## config.mk

```make
export PLATFORM = sky130hd
export DESIGN_NAME = spike_bus_arbiter
export DESIGN_NICKNAME = d
export VERILOG_FILES = /design/src/rtl/spike_bus_arbiter.sv
export SDC_FILE = /design/constraint.sdc
export NUM_CORES = 1
export LEC_CHECK = 0
export ABC_AREA = 0
export CORE_UTILIZATION = 41
export CTS_BUF_LIST = sky130_fd_sc_hd__clkbuf_8
export DETAILED_ROUTE_END_ITERATION = 8
export PLACE_DENSITY = 0.75
export SLEW_MARGIN = 20
export SYNTH_ARGS = -nofsm -noshare
export SYNTH_HDL_FRONTEND = slang
export SYNTH_SLANG_ARGS = --single-unit
export TNS_END_PERCENT = 30
```

## constraint.sdc

```tcl
create_clock -name clk -period 8.63 [get_ports clk]
set_input_delay 2.589 -clock clk [delete_from_list [all_inputs] [get_ports clk]]
set_output_delay 2.589 -clock clk [all_outputs]
set_load 0.05 [all_outputs]
```

## src/rtl/spike_bus_arbiter.sv

```systemverilog
// -----------------------------------------------------------------------------
// spike_bus_arbiter
//
// Round-robin arbiter for the shared broadcast spike bus that feeds the synapse
// array. Each spike source offers one event (valid, polarity, address) through
// a valid/ready handshake. At most one source is granted per clock. The granted
// event is registered onto the bus one cycle later. A saturating counter tracks
// how many "on" events have been issued. The pause input blocks new grants
// while the synapse configuration chain is being shifted.
//
// Ports
//   clk            system clock
//   reset_n        asynchronous reset, active-low
//   src_valid      per-source event pending            [NUM_SRC]
//   src_on_off     per-source event polarity (1 = on)  [NUM_SRC]
//   src_address    per-source address, source i at [i*ADDR_W +: ADDR_W]
//   src_ready      one-hot grant (combinational)       [NUM_SRC]
//   pause          1 = no grants this cycle
//   spike_valid    bus event valid, one-cycle pulse per event
//   spike_on_off   bus event polarity
//   spike_address  bus event address                   [ADDR_W]
//   spike_count    saturating count of issued on events [CNT_W]
//   count_clr      synchronous clear of spike_count (wins over an increment)
// -----------------------------------------------------------------------------
module spike_bus_arbiter #(
    parameter int NUM_SRC = 4,
    parameter int ADDR_W  = 8,
    parameter int CNT_W   = 16
) (
    input  logic                      clk,
    input  logic                      reset_n,
    input  logic [NUM_SRC-1:0]        src_valid,
    input  logic [NUM_SRC-1:0]        src_on_off,
    input  logic [NUM_SRC*ADDR_W-1:0] src_address,
    output logic [NUM_SRC-1:0]        src_ready,
    input  logic                      pause,
    output logic                      spike_valid,
    output logic                      spike_on_off,
    output logic [ADDR_W-1:0]         spike_address,
    output logic [CNT_W-1:0]          spike_count,
    input  logic                      count_clr
);

    localparam int PTR_W = (NUM_SRC > 1) ? $clog2(NUM_SRC) : 1;

    logic [PTR_W-1:0]   rr_ptr;
    logic [PTR_W-1:0]   rr_ptr_nxt;
    logic [NUM_SRC-1:0] grant;
    logic               grant_any;
    logic [PTR_W-1:0]   grant_idx;
    logic               sel_on_off;
    logic [ADDR_W-1:0]  sel_address;

    function automatic logic [CNT_W-1:0] sat_inc(input logic [CNT_W-1:0] value);
        return (&value) ? value : value + CNT_W'(1);
    endfunction

    // The rotated search is split into two linear priority passes: first the
    // sources at or above rr_ptr, then the sources below it. This keeps every
    // select index constant and gives the same order as a modulo walk.
    always_comb begin
        grant       = '0;
        grant_any   = 1'b0;
        grant_idx   = '0;
        sel_on_off  = 1'b0;
        sel_address = '0;
        if (reset_n && !pause) begin
            for (int i = 0; i < NUM_SRC; i++) begin
                if (!grant_any && src_valid[i] && (i >= int'(rr_ptr))) begin
                    grant[i]    = 1'b1;
                    grant_any   = 1'b1;
                    grant_idx   = PTR_W'(i);
                    sel_on_off  = src_on_off[i];
                    sel_address = src_address[i*ADDR_W +: ADDR_W];
                end
            end
            for (int i = 0; i < NUM_SRC; i++) begin
                if (!grant_any && src_valid[i] && (i < int'(rr_ptr))) begin
                    grant[i]    = 1'b1;
                    grant_any   = 1'b1;
                    grant_idx   = PTR_W'(i);
                    sel_on_off  = src_on_off[i];
                    sel_address = src_address[i*ADDR_W +: ADDR_W];
                end
            end
        end
    end

    assign src_ready = grant;

    // Pointer moves to the source after the winner, so the winner has lowest
    // priority next time. Explicit wrap keeps non-power-of-two counts legal.
    always_comb begin
        rr_ptr_nxt = rr_ptr;
        if (grant_any) begin
            rr_ptr_nxt = (grant_idx == PTR_W'(NUM_SRC - 1)) ? '0 : grant_idx + PTR_W'(1);
        end
    end

    // Bus output stage: one cycle after the grant.
    always_ff @(posedge clk or negedge reset_n) begin
        if (!reset_n) begin
            rr_ptr        <= '0;
            spike_valid   <= 1'b0;
            spike_on_off  <= 1'b0;
            spike_address <= '0;
            spike_count   <= '0;
        end else begin
            rr_ptr      <= rr_ptr_nxt;
            spike_valid <= grant_any;
            if (grant_any) begin
                spike_on_off  <= sel_on_off;
                spike_address <= sel_address;
            end
            if (count_clr) begin
                spike_count <= '0;
            end else if (grant_any && sel_on_off) begin
                spike_count <= sat_inc(spike_count);
            end
        end
    end

endmodule

```

**Word-level counts from Yosys, hierarchy flattened**

Index checks and enable logic that the tools add are counted.

- Bits in latches: 0
- Memory bits (writable): 0
- Bits in read-only memories: 0
- Memories: 0
- Flip-flop bits (word level): 28
- Word-level logic and storage cells: 87

- Divide/modulo/power cells: 0
- Bitwise operators: 0
- Magnitude comparators: 6
- Shift-type cells: 0
- Add/subtract/negate cells: 2
- Multiply operators: 0
- Eq/ne operators: 2
- Multiplexer cells: 48
- Reduce and logical (&&, ||, !) cells: 24

Operators with widths:

| kind | count |
|---|---|
| $mux 8 | 8 |
| $mux 16 | 3 |
| $mux 1 | 29 |
| $add 16x1->16 const B | 1 |
| $reduce_and 16->1 | 1 |
| $logic_and 1x1->1 | 14 |
| $mux 2 | 7 |
| $logic_not 1->1 | 7 |
| $ge 1x2->1 const A | 2 |
| $lt 1x2->1 const A | 2 |
| $mux 4 | 1 |
| $add 2x1->2 const B | 1 |
| $eq 2x2->1 const B | 1 |
| $ge 2x2->1 const A | 1 |
| $lt 2x2->1 const A | 1 |
| $ne 2x2->1 const B | 1 |
| $reduce_and 2->1 | 1 |
| $reduce_bool 2->1 | 1 |

**Longest topological paths before layout**

Gate-level depths: netlist of the first run.

- Depth after elaboration: 36
- Gate-level depth with buffers: 10
- Depth with buffers taken out: 8

**Worst setup path after synthesis of the first run**

No wires, ideal clock.

- Path type: input -> output
- Start: in src_valid[0]
- End: out src_ready[0]
- Data required time: 6041 ps
- Path slack: 1723 ps
- Stages on the path: 6
- Arrival time: 4318 ps
- Path buffers: 2
- Cells stage by stage: buf_2 > or4bb_1 > o21ai_2 > clkbuf_1 > nor2_1 > nor2_1

- Cells in the longest elaborated chain, start to end: 22

Ends and longest elaborated chain:

| what | RTL line | text |
|---|---|---|
| start: declaration | 32 | `input logic [NUM_SRC-1:0] src_valid,` |
| $logic_and 1x1->1 | 69 | `if (!grant_any && src_valid[i] && (i >= int'(rr_ptr))) begin` |
| $mux 1 | 69 |  |
| $mux 1 | 67 | `if (reset_n && !pause) begin` |
| $logic_not 1->1 | 69 |  |
| $logic_and 1x1->1 (2 in series) | 69 |  |
| $mux 1 | 69 |  |
| $mux 1 | 67 |  |
| $logic_not 1->1 | 69 |  |
| [4 not listed] | n/a |  |
| $logic_not 1->1 | 69 |  |
| $logic_and 1x1->1 | 69 |  |
| $mux 1 | 69 |  |
| $mux 1 | 67 |  |
| $logic_not 1->1 | 78 | `if (!grant_any && src_valid[i] && (i < int'(rr_ptr))) begin` |
| $logic_and 1x1->1 (2 in series) | 78 |  |
| $mux 1 (*) | 78 |  |
| $mux 4 (*) | 67 |  |
| end: declaration | 35 | `output logic [NUM_SRC-1:0] src_ready,` |

Every way passes the cells marked *; elsewhere a longest branch is shown, timed or not. The select of a mux whose other input is x is not followed.

**Worst setup path in the final report of the first run**

- Start: in src_valid[0]
- End: out src_ready[3]

- Cells in the longest elaborated chain, start to end: 17

Ends and longest elaborated chain:

| what | RTL line |
|---|---|
| $logic_and 1x1->1 (*) | 69 |
| $mux 1 (*) | 69 |
| $mux 1 (*) | 67 |
| $logic_not 1->1 | 69 |
| $logic_and 1x1->1 (2 in series) | 69 |
| $mux 1 (*) | 69 |
| $mux 1 (*) | 67 |
| $logic_not 1->1 | 69 |
| $logic_and 1x1->1 (2 in series) | 69 |
| $mux 1 (*) | 69 |
| $mux 1 (*) | 67 |
| $logic_not 1->1 (*) | 69 |
| $logic_and 1x1->1 (*) | 69 |
| $mux 1 (*) | 69 |
| $mux 4 (*) | 67 |

Marked as above.

==> summary.txt, run 1 <==
Logic synthesis
  • EDFF count, synth: 0
  • Synthesized area per cell: slightly above 8 sq um
  • Most used DFF post-synth: dfrtp_1
  • Largest area contributor in the netlist: dfrtp_1
  • Most frequent cell after synthesis: nand2_1
  • FF+latch count, synth: 28
  • Seq/Total Area, Yosys: a little over a third
  • Post-synth top area share: a little over a third
  • Netlist cell types: 52
  • Post-synth ARST share: 100%
  • Syn nets: between 200 and 300
  • Mapped Area: 1980 sq um
  • Synth cell count leaders: nand2_1, dfrtp_1, a21oi_1, nor2_1, o21ai_0
  • YS warnings: 0
  • Synthesized netlist cell count: 244
  • Top cells by area, synth: dfrtp_1, nand2_1, a21oi_1

Clocking
  • Htree depth: 1
  • Worst skew pair latency: 0.28 ns
  • Hold-fix buffer count after cts: 0
  • CTS resizes: 0
  • Clock Pin Slew Worst Setup and Hold Paths: 0.11 ns
  • CTS sink cnt: 28
  • Max clock buf depth: 2
  • Setup bufs post-CTS: 0
  • CTS root buffer: clkbuf_8
  • Inserted Clock Buffers: 3
  • TritonCTS clock tree: done

Timing
  • Pin slew with the least headroom to its limit: around 0.70 ns
  • Relative slew margins: a little over half
  • Fin crit share: ~90%
  • Setup Viol. Count Final: 0
  • Tmin final: just under 8 ns
  • Setup Skew: about 0.0051 ns
  • Final worst setup slack: between 0.8 and 0.9 ns
  • Final Max Slew Viols: 0
  • RSZ-0062 raised after global routing: no
  • Total negative setup slack: 0 ns
  • Achievable Freq: 0.129 GHz
  • Hold Fails Final Rpt: 0

Global route
  • Initial antenna violation count: 0
  • Vias in the first global route: around 2.1k
  • Grt met1 use: a little under a third
  • M2 GR Usage: between 30% and 40%
  • Met3 Track Usage GR: between 3 and 4%
  • First-pass GRT wire length: between 9000 and 10,000 um
  • Global route overflow: 0
  • Total track usage: a little under a quarter
  • Largest net degree at the start of global routing: 28
  • Global route hottest layer: met2

Setup path
  • CP dominant cell by count: clkdlybuf4s50_1
  • CP Launch Type: input pin
  • Req. time, crit path: just over 6 ns
  • Slowest cell on crit path: clkdlybuf4s50_1
  • Reg2reg start: rr_ptr[1]
  • Crit path buf inv count: 2
  • Family with the most delay on the worst path: buffers and inverters
  • Crit Path Max Fanout: 12
  • Critical Path Source: src_valid[0]
  • Worst Path Arrival: ~5.2 ns
  • CP Cell Sequence: clkdlybuf4s50_1 -> nor2b_1 -> o21ai_0 -> and3b_1 -> and2_1 -> clkdlybuf4s50_1
  • Worst setup EP type: primary output
  • CP max stage delay: just over 0.8 ns
  • Worst Setup Path Type: input pin to primary output

Min path
  • Hold path start: spike_address[1]
  • Tightest Hold Check Type: flop to flop

Floorplan
  • Ports: between 70 and 80
  • Die Y: just over 70 um
  • Initial Utilization: ~44%
  • Die width: between 70 and 80 um
  • Site Rows: 24
  • Full die area: around 5100 sq um
  • Core area: between 4000 and 5000 sq um

Drt
  • Vias post-DR: roughly 2.2k
  • WL/cell: ~16 um
  • Detail Route Antenna Nets: 0
  • Drt drc: 0
  • Via density: a little under 6
  • DR iter-0 viols: 150
  • DR pass1 iterations: 5
  • Drt total wl: around 5800 um

Cells and area
  • Nets@finish: 357
  • Area Growth Syn to Fin: 42.6%
  • Share of cells above drive strength 1: around 5.8%
  • Final core utilization: a little over three fifths
  • Diode count: 0

Placed design
  • GPL Wtd Cong: between 0.8 and 0.9
  • I/O Buffers: between 70 and 80
  • DPL Wire Length: 4150 um
  • Place WS: approximately 0.93 ns

Power
  • Sequential share of power: between 30% and 40%
  • Net Switching: approximately 0.21 mW
  • Lkg Pwr: 1.13 nW
  • VDD IR max: ~150 uV
  • Int Pwr: 0.305 mW
  • Sw Ratio: slightly above 40%
  • Comb power frac: between 40% and 50%
  • PwrDens: ~180 nW/um^2
  • Clock power share: 20.7%

Job
  • Max-cap violations: 0

Run status
  • Status: complete, no violations
## final timing paths
check / slack [ns] / to / cells past startpoint
worst max-delay path: 0.89 / src_ready[3] / 6
worst min-delay path: 0.50 / spike_address[1] / 2
worst max register to register: 5.77 / spike_count[13] / 7
worst min register to register: 0.50 / spike_address[1] / 2
max in group asynchronous: 5.48 / spike_count[10] / 2
min in group asynchronous: 2.53 / rr_ptr[0] / 1
## state kept, by name, indices dropped and copies added (netlist names)
signal         count
rr_ptr             2
spike_address      8
spike_count       16
spike_on_off       1
spike_valid        1
## area by class of cell
type,count,area [sq um]
tap,52,65.1
inverter,8,30.0
sequential,28,701
multi-input combinational,193,1190
clock inverter,1,30.0
clock buffer,3,41.3
timing repair buffer,78,768
fill,410,1680
## layout by cell type (no fill, tap or decap), drive strengths merged, types with 3 or more instances in the layout
| cell type | n |
|---|---|
| a222oi | 8 |
| clkbuf | 3 |
| a21oi | 21 |
| nor3 | 3 |
| or3 | 3 |
| a221oi | 5 |
| o221ai | 3 |
| inv | 8 |
| nor2b | 5 |
| dfrtp | 28 |
| and3 | 4 |
| nor2 | 19 |
| o21ai | 18 |
| or4 | 5 |
| nand3 | 6 |
| buf | 5 |
| clkdlybuf4s50 | 73 |
| nand4 | 6 |
| o22ai | 6 |
| nand2 | 36 |
| nand2b | 3 |
| o31ai | 5 |
| xor2 | 3 |
| a22oi | 3 |
## metal layers
metal	share of wire (%)	wire length (um)
met5	0	0
met4	0.88	51
met3	7.3	423
met2	46	2660
met1	46	2630
## worst register-to-register path, cell delays in order, from the launching register on
cell and delay [ns]:
dfrtp_1 0.60, or4bb_1 0.55, o21ai_2 0.29, a221o_1 0.28, and3_2 0.22, nor2_2 0.15, nor4_1 0.30, mux2_2 0.37
## power by group through the flow
stage / clock, mW / sequential, mW / combinational (mW)
floorplan: 0 / 0.220 / 0.101
global placement: 0 / 0.169 / 0.232
detailed placement: 0 / 0.170 / 0.235
CTS: 0.108 / 0.167 / 0.236
global route: 0.114 / 0.170 / 0.253
finish: 0.106 / 0.168 / 0.237
## logic make-up (layout without fill, tap and decap cells)
family                   count (synthesis)  in the layout  share of synthesized area [%]
adder cells (fa/ha/maj)                  1              1                          0.632
flip-flops                              28             28                           35.4
AND/OR/NAND/NOR                        105            105                           27.6
buffers and inverters                   23             90                           4.99
multiplexers                             2              2                           1.07
XOR/XNOR                                 3              3                           1.33
AO/OA/AOI/OAI                           82             82                           29.0
## through the flow
step / hold slack [ns] / cells / power [mW] / area [sq um]
after floorplan: 0.636 / 244 / 0.321 / 1980
after detailed placement: 0.475 / 359 / 0.404 / 2750
after global routing: 0.537 / 363 / 0.537 / 2820
final: 0.504 / 363 / 0.510 / 2820
after CTS: 0.511 / 363 / 0.512 / 2820
after global placement: 0.464 / 359 / 0.402 / 2750
No activity file was read; power rests on OpenSTA's default activity.
==> inputs of run 2 (changes only) <==
- CTS_CLUSTER_DIAMETER: not set -> 200
- TNS_END_PERCENT: 30 -> 50
==> results of run 2 <==
Final layout, timing and power as in run 1 (identical DEF).
